===== config.mk =====
export PLATFORM = sky130hd
export DESIGN_NAME = approx_mult_error_monitor
export DESIGN_NICKNAME = d
export VERILOG_FILES = /design/src/rtl/approx_mult_error_monitor.sv
export SDC_FILE = /design/constraint.sdc
export NUM_CORES = 1
export LEC_CHECK = 0
export CORE_MARGIN = 10
export CORE_UTILIZATION = 43
export CTS_CLUSTER_DIAMETER = 50
export DETAILED_ROUTE_END_ITERATION = 10
export HOLD_SLACK_MARGIN = 0.08
export PLACE_DENSITY = 0.69
export SLEW_MARGIN = 10
export SYNTH_ARGS = -nofsm -noshare
export SYNTH_HDL_FRONTEND = slang
export SYNTH_SLANG_ARGS = --single-unit

===== constraint.sdc =====
create_clock -name clk -period 5.5 [get_ports clk]
set_input_delay 0.825 -clock clk [delete_from_list [all_inputs] [get_ports clk]]
set_output_delay 0.825 -clock clk [all_outputs]
set_load 0.02 [all_outputs]

===== src/rtl/approx_mult_error_monitor.sv =====
// approx_mult_error_monitor: recomputes a*b with a sequential shift-add multiplier,
// measures the error distance against the multiplier-under-test result and keeps
// saturating error statistics.
module approx_mult_error_monitor #(
  parameter int unsigned WIDTH = 8,
  parameter int unsigned CNT_W = 20,
  parameter int unsigned SUM_W = 40
) (
  input  logic                 clk,
  input  logic                 rst,
  input  logic                 clear,
  input  logic                 in_valid,
  output logic                 in_ready,
  input  logic [WIDTH-1:0]     a,
  input  logic [WIDTH-1:0]     b,
  input  logic [2*WIDTH-1:0]   s_apx,
  output logic                 out_valid,
  output logic [2*WIDTH-1:0]   exact,
  output logic [2*WIDTH-1:0]   ed,
  output logic [CNT_W-1:0]     sample_count,
  output logic [CNT_W-1:0]     error_count,
  output logic [2*WIDTH-1:0]   max_ed,
  output logic [SUM_W-1:0]     sum_ed
);

  localparam int unsigned PW     = 2 * WIDTH;
  localparam int unsigned STEP_W = (WIDTH > 1) ? $clog2(WIDTH) : 1;
  localparam int unsigned SX     = SUM_W + 1;

  typedef enum logic [1:0] {IDLE, MUL, CMP} state_t;

  state_t            state;
  state_t            stateNext;
  logic [PW-1:0]     acc;
  logic [PW-1:0]     mcand;
  logic [PW-1:0]     sApxQ;
  logic [WIDTH-1:0]  mplier;
  logic [STEP_W-1:0] stepCnt;
  logic              accept;
  logic              lastStep;
  logic [PW-1:0]     edC;
  logic [SX-1:0]     sumExt;
  logic [SUM_W-1:0]  sumNext;

  // Handshake: clear outranks a new sample, so nothing is accepted on a clear edge
  assign in_ready = (state == IDLE);
  assign accept   = in_valid && in_ready && !clear;
  assign lastStep = (stepCnt == STEP_W'(WIDTH - 1));

  // Error distance and saturating accumulator sum, evaluated while in CMP
  always_comb begin
    edC     = (acc >= sApxQ) ? (acc - sApxQ) : (sApxQ - acc);
    sumExt  = {1'b0, sum_ed} + SX'(edC);
    sumNext = sumExt[SUM_W] ? {SUM_W{1'b1}} : sumExt[SUM_W-1:0];
  end

  // State register
  always_ff @(posedge clk) begin
    if (rst) state <= IDLE;
    else     state <= stateNext;
  end

  // Next-state logic; clear abandons any in-flight sample
  always_comb begin
    stateNext = state;
    unique case (state)
      IDLE:    if (accept) stateNext = MUL;
      MUL:     if (lastStep) stateNext = CMP;
      CMP:     stateNext = IDLE;
      default: stateNext = IDLE;
    endcase
    if (clear) stateNext = IDLE;
  end

  // Shift-add datapath: multiplicand shifts left as the multiplier shifts right
  always_ff @(posedge clk) begin
    if (rst) begin
      acc     <= '0;
      mcand   <= '0;
      sApxQ   <= '0;
      mplier  <= '0;
      stepCnt <= '0;
    end else if (accept) begin
      acc     <= '0;
      mcand   <= PW'(a);
      sApxQ   <= s_apx;
      mplier  <= b;
      stepCnt <= '0;
    end else if (state == MUL) begin
      if (mplier[0]) acc <= acc + mcand;
      mcand   <= mcand << 1;
      mplier  <= mplier >> 1;
      stepCnt <= stepCnt + STEP_W'(1);
    end
  end

  // Result registers and saturating statistics
  always_ff @(posedge clk) begin
    if (rst) begin
      out_valid    <= 1'b0;
      exact        <= '0;
      ed           <= '0;
      sample_count <= '0;
      error_count  <= '0;
      max_ed       <= '0;
      sum_ed       <= '0;
    end else begin
      out_valid <= 1'b0;
      if (clear) begin
        sample_count <= '0;
        error_count  <= '0;
        max_ed       <= '0;
        sum_ed       <= '0;
      end else if (state == CMP) begin
        out_valid <= 1'b1;
        exact     <= acc;
        ed        <= edC;
        if (!(&sample_count)) sample_count <= sample_count + CNT_W'(1);
        if ((edC != '0) && !(&error_count)) error_count <= error_count + CNT_W'(1);
        if (edC > max_ed) max_ed <= edC;
        sum_ed <= sumNext;
      end
    end
  end

endmodule


After elaboration in Yosys (flattened, before gate mapping)
Cells that the tools add are included.
{"block": "totals", "regBits": 190, "elab_cells": 58, "out_inout_bits": 130, "in_bits": 36}
{"block": "classes", "n_lt_le_gt_ge": 2, "n_mux": 10, "n_reduce_logical": 18, "bitwise_logic": 2, "n_addsub": 7, "n_eq_ne": 5}
{"cell": "40-bit by 16-bit adder with 41-bit output", "count": 1}
{"cell": "20-bit by 1-bit adder with 20-bit output (second input constant)", "count": 2}
{"cell": "40-bit two-way mux", "count": 1}
{"cell": "20-bit AND reduction", "count": 2}
{"cell": "8-bit two-way mux", "count": 4}
{"cell": "16-bit subtractor", "count": 2}
{"cell": "16-bit adder", "count": 1}
{"cell": "16-bit >= comparator", "count": 1}
{"cell": "16-bit > comparator", "count": 1}
{"cell": "16-bit two-way mux", "count": 1}
{"cell": "16-bit nonzero test", "count": 1}
{"cell": "2-bit AND reduction", "count": 6}
{"cell": "2-bit two-way mux", "count": 2}
{"cell": "2-bit one-hot mux with 2 select lines", "count": 1}
{"cell": "2-bit OR reduction", "count": 2}
{"cell": "3-bit by 1-bit adder with 3-bit output (second input constant)", "count": 1}
{"cell": "3-bit == test (second input constant)", "count": 1}
{"cell": "1-bit logical AND", "count": 3}
{"cell": "2-bit by 1-bit == test with 1-bit output (second input constant)", "count": 1}
{"cell": "2-bit == test (second input constant)", "count": 1}
{"cell": "1-bit logical NOT", "count": 2}
{"cell": "2-bit logical NOT", "count": 1}
{"cell": "2-bit by 1-bit inequality test with 1-bit output (second input constant)", "count": 1}
{"cell": "2-bit inequality test (second input constant)", "count": 1}
{"cell": "other kinds (3)", "count": 4}

Depth between registers and ports, before layout
Gate-level depths: netlist (run 1).
{"block": "depth", "word_depth": 5, "depth_mapped": 24, "mapped_depth_nobuf": 22}

Worst setup path after synthesis (run 1)
Ideal clock, no wire load.
{"block": "synth_timing", "path_kind": "reg2reg", "from": "reg acc[0]", "to": "reg sum_ed[38]", "setup_slack_ns": 0.347, "required_time_ns": 5.368, "path_stages_with_launch": 23, "setup_ns": 0.132, "arrival_time_ns": 5.022, "synth_period_minus_slack_ns": 5.153, "n_path_buf": 1, "cell_sequence": "dfxtp_1 -> inv_1 -> ha_1 -> fa_1 -> nor2b_1 -> o31a_1 -> o211ai_2 -> a31oi_4 -> buf_6 -> mux2i_1 -> inv_1 -> fa_1 -> nor2b_1 -> o21ai_1 -> a21oi_1 -> o21a_1 -> o21ai_1 -> a21boi_0 -> o31ai_1 -> a2111oi_4 -> nor4b_1 -> and4_1 -> nor3_1"}
{"block": "synth_between", "elab_chain_cells": 4, "elab_cells_between_ends": 6, "classes_between": "add/sub: 3; order compare: 1; mux: 2"}
{"element": "from (decl)", "line": "34", "source": "logic [PW-1:0] acc;"}
{"element": "from (signal assigned)", "line": "90", "source": "if (mplier[0]) acc <= acc + mcand;"}
{"element": "16-bit subtractor / 16-bit >= comparator (equally long branches)", "line": "52", "source": "edC = (acc >= sApxQ) ? (acc - sApxQ) : (sApxQ - acc);"}
{"element": "16-bit two-way mux (*)", "line": "52"}
{"element": "via edC[1]", "line": "41", "source": "logic [PW-1:0] edC;"}
{"element": "40-bit by 16-bit adder with 41-bit output (*)", "line": "53", "source": "sumExt = {1'b0, sum_ed} + SX'(edC);"}
{"element": "40-bit two-way mux (*)", "line": "54", "source": "sumNext = sumExt[SUM_W] ? {SUM_W{1'b1}} : sumExt[SUM_W-1:0];"}
{"element": "to (signal assigned)", "line": "121", "source": "sum_ed <= sumNext;"}
{"element": "to (decl)", "line": "23", "source": "output logic [SUM_W-1:0] sum_ed"}
Mark *: on every way through the listed nets, which the timed path passes. The rest lies on a longest branch.
A chain may end at the register's enable or synchronous reset.

Final worst setup path (run 1)
{"block": "layout_timing", "from": "reg acc[2]", "to": "reg sum_ed[33]"}
Same word-level chain as after synthesis.

==> impl_metrics.env, run 1 <==
export IMPL_status="complete, no violations"
export IMPL_ant_nets=0
export IMPL_grt_ovfl_total=0
export IMPL_path_class="register to register"
export IMPL_grt_pass1_vias=9400
export IMPL_crit_fanout=13
export IMPL_finalSetupViolCount=0
export IMPL_clk_pin_slew_ps=80
export IMPL_synth_flop_cell="dfxtp_1"
export IMPL_layout_setup_ws_ps=383
export IMPL_reg2reg_setup_slack_ps=380
export IMPL_post_route_period_util_pct=93.0
export IMPL_layout_common_cells="190 x nand2_1, 190 x dfxtp_1, 164 x clkdlybuf4s50_1, 146 x a21oi_1, 102 x nor2_1"
export IMPL_ys_ff_latch=190
export IMPL_synth_cell_type_count=77
export IMPL_numCtsBuffers=17
export IMPL_clock_sinks=190
export IMPL_arrival_ps=5490
export IMPL_stdcell_count=1829
export IMPL_yosysSeqAreaShare_pct=35.1
export IMPL_grt_max_degree=75
export IMPL_async_flop_share_pct=0
export IMPL_tightest_slew_ps=1070
export IMPL_place_hpwl_um=22700
export IMPL_grt_antenna_before_repair=0
export IMPL_synth_cells=1333
export IMPL_maxSlewHeadroom_pct=28.5
export IMPL_row_count=58
export IMPL_dieArea_um2=32000
export IMPL_worst_path_max_delay_cell="dfxtp_1"
export IMPL_hold_path_end="ed[1]$_SDFFE_PP0P_"
export IMPL_nets=1608
export IMPL_drive_gt1_share_pct=6.87
export IMPL_start_kind="register"
export IMPL_cts_root_buf="clkbuf_16"
export IMPL_setup_tns_final_ps=0
export IMPL_grt_pass1_wl_um=48700
export IMPL_gp_congestion=0.942
export IMPL_die_w_um=179
export IMPL_power_density_nw_per_um2=240
export IMPL_rr_worst_depth=21
export IMPL_track_usage_pct=18.7
export IMPL_slew_viol_final=0
export IMPL_max_stage_delay_ps=440
export IMPL_io_buffers=165
export IMPL_initial_core_util_pct=43.4
export IMPL_leakage_nw=5.02
export IMPL_vias_per_cell=5.49
export IMPL_place_ws_ps=150
export IMPL_core_um2=25000
export IMPL_fmax_ghz=0.195
export IMPL_post_drt_wl_per_cell_um=16.5
export IMPL_skew_ps=12.0
export IMPL_period_needed_ps=5120
export IMPL_drt_first_pass_iters=5
export IMPL_dp_cells=1795
export IMPL_min_from="ed[1]$_SDFFE_PP0P_"
export IMPL_avgSynthCellArea_um2=8.13
export IMPL_worstPathCellList="inv_1 > ha_1 > nor2b_1 > o31a_1 > o211ai_2 > a31oi_4 > buf_12 > buf_4 > o31a_1 > xor2_1 > ha_1 > inv_1 > o21ba_2 > o21ai_0 > inv_1 > a31oi_1 > o2111a_1 > nor2b_2 > nand4_1 > xor2_1 > a21oi_1"
export IMPL_routed_wl_um=30200
export IMPL_crit_path_end_kind="register"
export IMPL_whs_path_depth=2
export IMPL_area_growth_pct=24.2
export IMPL_finalHoldViolCount=0
export IMPL_clockBufferDepth=2
export IMPL_num_vias=10000
export IMPL_crit_path_frequent_cell="inv_1"
export IMPL_r2r_end="sum_ed[33]$_SDFFE_PP0P_"
export IMPL_fill_cells=2366
export IMPL_synth_enable_flop_cells=0
export IMPL_htreeDepth=4
export IMPL_first_iter_violations=767
export IMPL_insertion_delay_ps=440
export IMPL_max_cap_violations=0
export IMPL_hold_ws_ps=454
export IMPL_r2r_start="acc[2]$_SDFFE_PP0P_"
export IMPL_die_h_um=179
export IMPL_hold_class="register to register"
export IMPL_ys_warn_count=0
export IMPL_drc=0
export IMPL_crit_required_ps=5870
export IMPL_num_io_pins=166
export IMPL_cts_tree="built"
export IMPL_insertedDiodeCount=0
export IMPL_syn_nets=1455
export IMPL_synth_area_um2=10800
export IMPL_rsz0062_at_grt="false"
export IMPL_ir_worst_vdd_mv=0.153
## power breakdown
| part | switching (W) | leakage (nW) | internal [W] |
|---|---|---|---|
| sequential | 0.0000106 | 1.53 | 0.00139 |
| combinational | 0.000357 | 3.23 | 0.000275 |
| clock | 0.000594 | 0.260 | 0.000606 |
| total | 0.000962 | 5.02 | 0.00227 |
## registers in the layout, summed over array words and instances, names as in the netlist
name	cells
sum_ed	40
error_count	20
sample_count	20
acc	16
ed	16
exact	16
max_ed	16
mcand	16
sApxQ	16
mplier	8
stepCnt	3
state	2
out_valid	1
## worst max path at each step
| stage | endpoint | startpoint | cells after the start | slack [ps] |
|---|---|---|---|---|
| after floorplan | sum_ed[38]$_SDFFE_PP0P_ | acc[0]$_SDFFE_PP0P_ | 22 | 350 |
| after global placement | sum_ed[35]$_SDFFE_PP0P_ | acc[0]$_SDFFE_PP0P_ | 22 | 270 |
| after detailed placement | sum_ed[38]$_SDFFE_PP0P_ | acc[0]$_SDFFE_PP0P_ | 21 | 150 |
| after CTS | sum_ed[38]$_SDFFE_PP0P_ | acc[0]$_SDFFE_PP0P_ | 21 | 130 |
| after global routing | sum_ed[37]$_SDFFE_PP0P_ | acc[5]$_SDFFE_PP0P_ | 22 | 90 |
| final | sum_ed[33]$_SDFFE_PP0P_ | acc[2]$_SDFFE_PP0P_ | 21 | 380 |
## stage by stage
step                instance area, um2  utilization, %  total power [W]
floorplan                        10800               -          0.00185
global placement                 12900            51.5          0.00203
detailed placement               12900            51.5          0.00204
CTS                              13400            53.7          0.00324
global route                     13500            53.9          0.00338
finish                           13500            53.9          0.00323
## repair_timing
item                       in CTS  in global routing
setup buffers                   0                  2
resized for setup               0                  3
hold buffers                    0                  0
setup endpoints to repair       0                 18
## cells in the mapped netlist (all sizes together), types with 4 or more instances
| cell type | instances | area share [%] |
|---|---|---|
| dfxtp | 190 | 35 |
| nand2 | 190 | 6.6 |
| a21oi | 149 | 7.0 |
| nor2 | 104 | 3.6 |
| ha | 82 | 9.5 |
| inv | 76 | 2.6 |
| o21ai | 48 | 2.3 |
| clkbuf | 46 | 1.6 |
| xor2 | 38 | 3.1 |
| nand3 | 36 | 1.7 |
| mux2i | 29 | 2.7 |
| nor3 | 28 | 1.3 |
| and3 | 24 | 1.4 |
| xnor2 | 24 | 1.9 |
| o21a | 21 | 1.5 |
| buf | 18 | 1.2 |
| or3 | 16 | 0.92 |
| a21o | 15 | 1.0 |
| a22oi | 14 | 0.97 |
| nand2b | 12 | 0.69 |
| nand4 | 12 | 0.69 |
| nor2b | 12 | 0.69 |
| nor4 | 11 | 0.63 |
| and4 | 10 | 0.83 |
| o31a | 10 | 0.81 |
| a211oi | 9 | 0.78 |
| a31oi | 9 | 0.66 |
| and2 | 9 | 0.54 |
| o211ai | 8 | 0.60 |
| or2 | 8 | 0.46 |
| or4 | 8 | 0.55 |
| a311oi | 6 | 0.48 |
| o31ai | 5 | 0.35 |
| o41ai | 5 | 0.40 |
| a211o | 4 | 0.32 |
| fa | 4 | 0.74 |
| o21bai | 4 | 0.28 |
| o221a | 4 | 0.42 |
| o311ai | 4 | 0.32 |
## metal layers
layer	global-route usage (%)	up-vias	part of all wire [%]
li1	-	4980	-
met4	5.27	0	1.6
met2	30.3	304	46
met3	3.37	29	6.2
met5	0	-	0
met1	24.9	4724	46
## cell type report
cell class / instances / area, um2 / share of cell area, %
Clock buffer: 18 / 439 / 3.26
Timing Repair Buffer: 198 / 1910 / 14.2
Inverter: 76 / 285 / 2.12
Sequential cell: 190 / 3800 / 28.3
Tap cell: 330 / 413 / 3.07
Clock inverter: 14 / 121 / 0.901
Multi-Input combinational cell: 1003 / 6490 / 48.2
## logic make-up after synthesis
group,Yosys count,synth area share (%)
compound gates,334,20.0
xor+xnor,62,5.01
fa+ha+maj,86,10.2
buf+inv,140,5.39
flops,190,35.1
mux,30,2.78
simple gates,491,21.5
## worst max-delay path, delay by kind of cell (launching register included)
kind | cells | cell delay [ps]
xor+xnor | 2 | 320
compound gates | 9 | 2310
simple gates | 3 | 700
buf+inv | 5 | 580
flops | 1 | 440
fa+ha+maj | 2 | 700
Power figures use the tool's default switching activity.
==> run 2, diff against run 1 <==
--- a/config.mk
+++ b/config.mk
@@ -9,8 +9,8 @@
 export CORE_UTILIZATION = 43
 export CTS_CLUSTER_DIAMETER = 50
 export DETAILED_ROUTE_END_ITERATION = 10
+export DONT_BUFFER_PORTS = 1
 export HOLD_SLACK_MARGIN = 0.08
-export PLACE_DENSITY = 0.69
 export SLEW_MARGIN = 10
 export SYNTH_ARGS = -nofsm -noshare
 export SYNTH_HDL_FRONTEND = slang
==> impl_metrics.env, run 2 (synthesis results as in run 1) <==
export IMPL_status="complete, no violations"
export IMPL_drt_first_pass_iters=5
export IMPL_swShare_pct=29.6
export IMPL_area_growth_pct=9.58
export IMPL_die_h_um=179
export IMPL_grt_pass1_wl_um=49200
export IMPL_clock_sinks=190
export IMPL_die_w_um=179
export IMPL_gp_congestion=0.929
export IMPL_biggestRegsByFlops="sum_ed: 40 flops, error_count: 20 flops, sample_count: 20 flops"
export IMPL_start_kind="register"
export IMPL_nets=1443
export IMPL_use_met3_pct=4.59
export IMPL_cts_root_buf="clkbuf_16"
export IMPL_p_comb_share_pct=17.9
export IMPL_drc=0
export IMPL_rsz0062_at_grt="true"
export IMPL_path_class="register to register"
export IMPL_finalSetupViolCount=0
export IMPL_dieArea_um2=32000
export IMPL_grt_antenna_before_repair=0
export IMPL_slew_viol_final=0
export IMPL_maxSlewHeadroom_pct=35.7
export IMPL_p_int_w=0.00233
export IMPL_ir_worst_vdd_mv=0.164
export IMPL_insertion_delay_ps=440
export IMPL_vias_per_cell=5.61
export IMPL_post_route_period_util_pct=92.3
export IMPL_io_buffers=0
export IMPL_fill_cells=2472
export IMPL_routed_wl_um=30600
export IMPL_initial_core_util_pct=43.4
export IMPL_largest_reg_flops=40
export IMPL_hold_class="register to register"
export IMPL_clockBufferDepth=2
export IMPL_crit_path_end_kind="register"
export IMPL_p_sw_w=0.000980
export IMPL_cts_tree="built"
export IMPL_holdBufCountCts=0
export IMPL_grt_max_degree=75
export IMPL_max_cap_violations=0
export IMPL_leakage_nw=4.50
export IMPL_grt_pass1_vias=8812
export IMPL_core_um2=25000
export IMPL_drive_gt1_share_pct=7.72
export IMPL_setup_tns_final_ps=0
export IMPL_row_count=58
export IMPL_num_io_pins=166
export IMPL_htreeDepth=4
export IMPL_power_density_nw_per_um2=279
export IMPL_crit_required_ps=5810
export IMPL_use_met2_pct=31.6
export IMPL_insertedDiodeCount=0
export IMPL_clk_pin_slew_ps=80
export IMPL_layout_common_cells="190 x nand2_1, 190 x dfxtp_1, 146 x a21oi_1, 102 x nor2_1, 82 x ha_1"
export IMPL_arrival_ps=5390
export IMPL_period_needed_ps=5080
export IMPL_num_vias=9334
export IMPL_grt_util_met1_pct=24.4
export IMPL_dp_cells=1632
export IMPL_fmax_ghz=0.197
export IMPL_tightest_slew_ps=961
export IMPL_ant_nets=0
export IMPL_place_hpwl_um=23100
export IMPL_numCtsBuffers=17
export IMPL_p_seq_share_pct=42.2
export IMPL_stdcell_count=1664
export IMPL_crit_fanout=8
export IMPL_grt_ovfl_total=0
export IMPL_regMostFlops="sum_ed"
export IMPL_finalHoldViolCount=0
export IMPL_grt_busiest_layer="met2"
export IMPL_power_frac_clock_pct=39.9
export IMPL_track_usage_pct=19.1
export IMPL_first_iter_violations=597
export IMPL_post_drt_wl_per_cell_um=18.4
export IMPL_skew_ps=15.9
run 2: path summary, 6_finish.rpt:
path	start	endpoint	slack, ps	cells past startpoint
setup / recovery	acc[0]$_SDFFE_PP0P_	sum_ed[10]$_SDFFE_PP0P_	420	21
hold / removal	mplier[1]$_SDFFE_PP0P_	mplier[1]$_SDFFE_PP0P_	450	2
setup reg to reg	acc[0]$_SDFFE_PP0P_	sum_ed[10]$_SDFFE_PP0P_	420	21
hold reg to reg	mplier[1]$_SDFFE_PP0P_	mplier[1]$_SDFFE_PP0P_	450	2
run 2: area by class of cell:
class	instances	area, um2	area share [%]
multi-input combinational	1003	6510	54.8
clock inverter	15	196	1.65
sequential	190	3800	32.0
inverter	76	285	2.40
clock buffer	17	425	3.58
tap	330	413	3.48
timing repair buffer	33	248	2.09
run 2: power groups by stage:
stage          combinational, W  clock (W)  sequential (W)
2_1_floorplan          0.000421          0         0.00143
3_3_place_gp           0.000581          0         0.00143
3_5_place_dp           0.000588          0         0.00143
4_1_cts                0.000590    0.00135         0.00140
5_1_grt                0.000657    0.00140         0.00140
6_report               0.000593    0.00132         0.00140
run 2: metrics by stage:
stage               total power, W  instance area, um2  hold slack (ps)  setup slack [ps]  util [%]
finish                     0.00331               11900              453               425      47.6
CTS                        0.00334               11800              452               223      47.4
global placement           0.00201               11200              437               362      45.0
floorplan                  0.00185               10800              436               347         -
global route               0.00346               11900              457             -50.7      47.6
detailed placement         0.00202               11200              441               243      45.0
run 2: repair_timing:
item	in CTS	in global routing
setup endpoints to repair	0	23
gates resized for setup	0	6
buffers inserted	0	0
run 2: per-layer routing:
layer	part of all wire, %	wire [um]
met1	44	13600
met2	47	14400
met3	6.9	2130
met4	1.6	505
met5	0	0
run 2: critical path, stage by stage (launching register included):
cell	delay (ps)
dfxtp_1	330
inv_1	50
ha_1	210
fa_1	380
nor2b_1	160
o31a_1	220
o211ai_2	140
a31oi_4	340
mux2i_1	160
xnor2_1	640
ha_1	360
inv_1	100
a21oi_1	70
o21a_1	190
o21ai_1	180
a21boi_0	160
o31a_1	330
nor2_1	170
nor4_2	90
nor2_1	340
buf_4	250
a21oi_1	80
==> run 3, diff against run 2 <==
--- a/config.mk
+++ b/config.mk
@@ -7,9 +7,11 @@
 export LEC_CHECK = 0
 export CORE_MARGIN = 10
 export CORE_UTILIZATION = 43
+export CTS_BUF_LIST = sky130_fd_sc_hd__clkbuf_4 sky130_fd_sc_hd__clkbuf_8 sky130_fd_sc_hd__clkbuf_16
 export CTS_CLUSTER_DIAMETER = 50
 export DETAILED_ROUTE_END_ITERATION = 10
 export DONT_BUFFER_PORTS = 1
+export GPL_ROUTABILITY_DRIVEN = 1
 export HOLD_SLACK_MARGIN = 0.08
 export SLEW_MARGIN = 10
 export SYNTH_ARGS = -nofsm -noshare
==> results of run 3 <==
No change in the layout: final DEF, timing and power equal those of run 2.
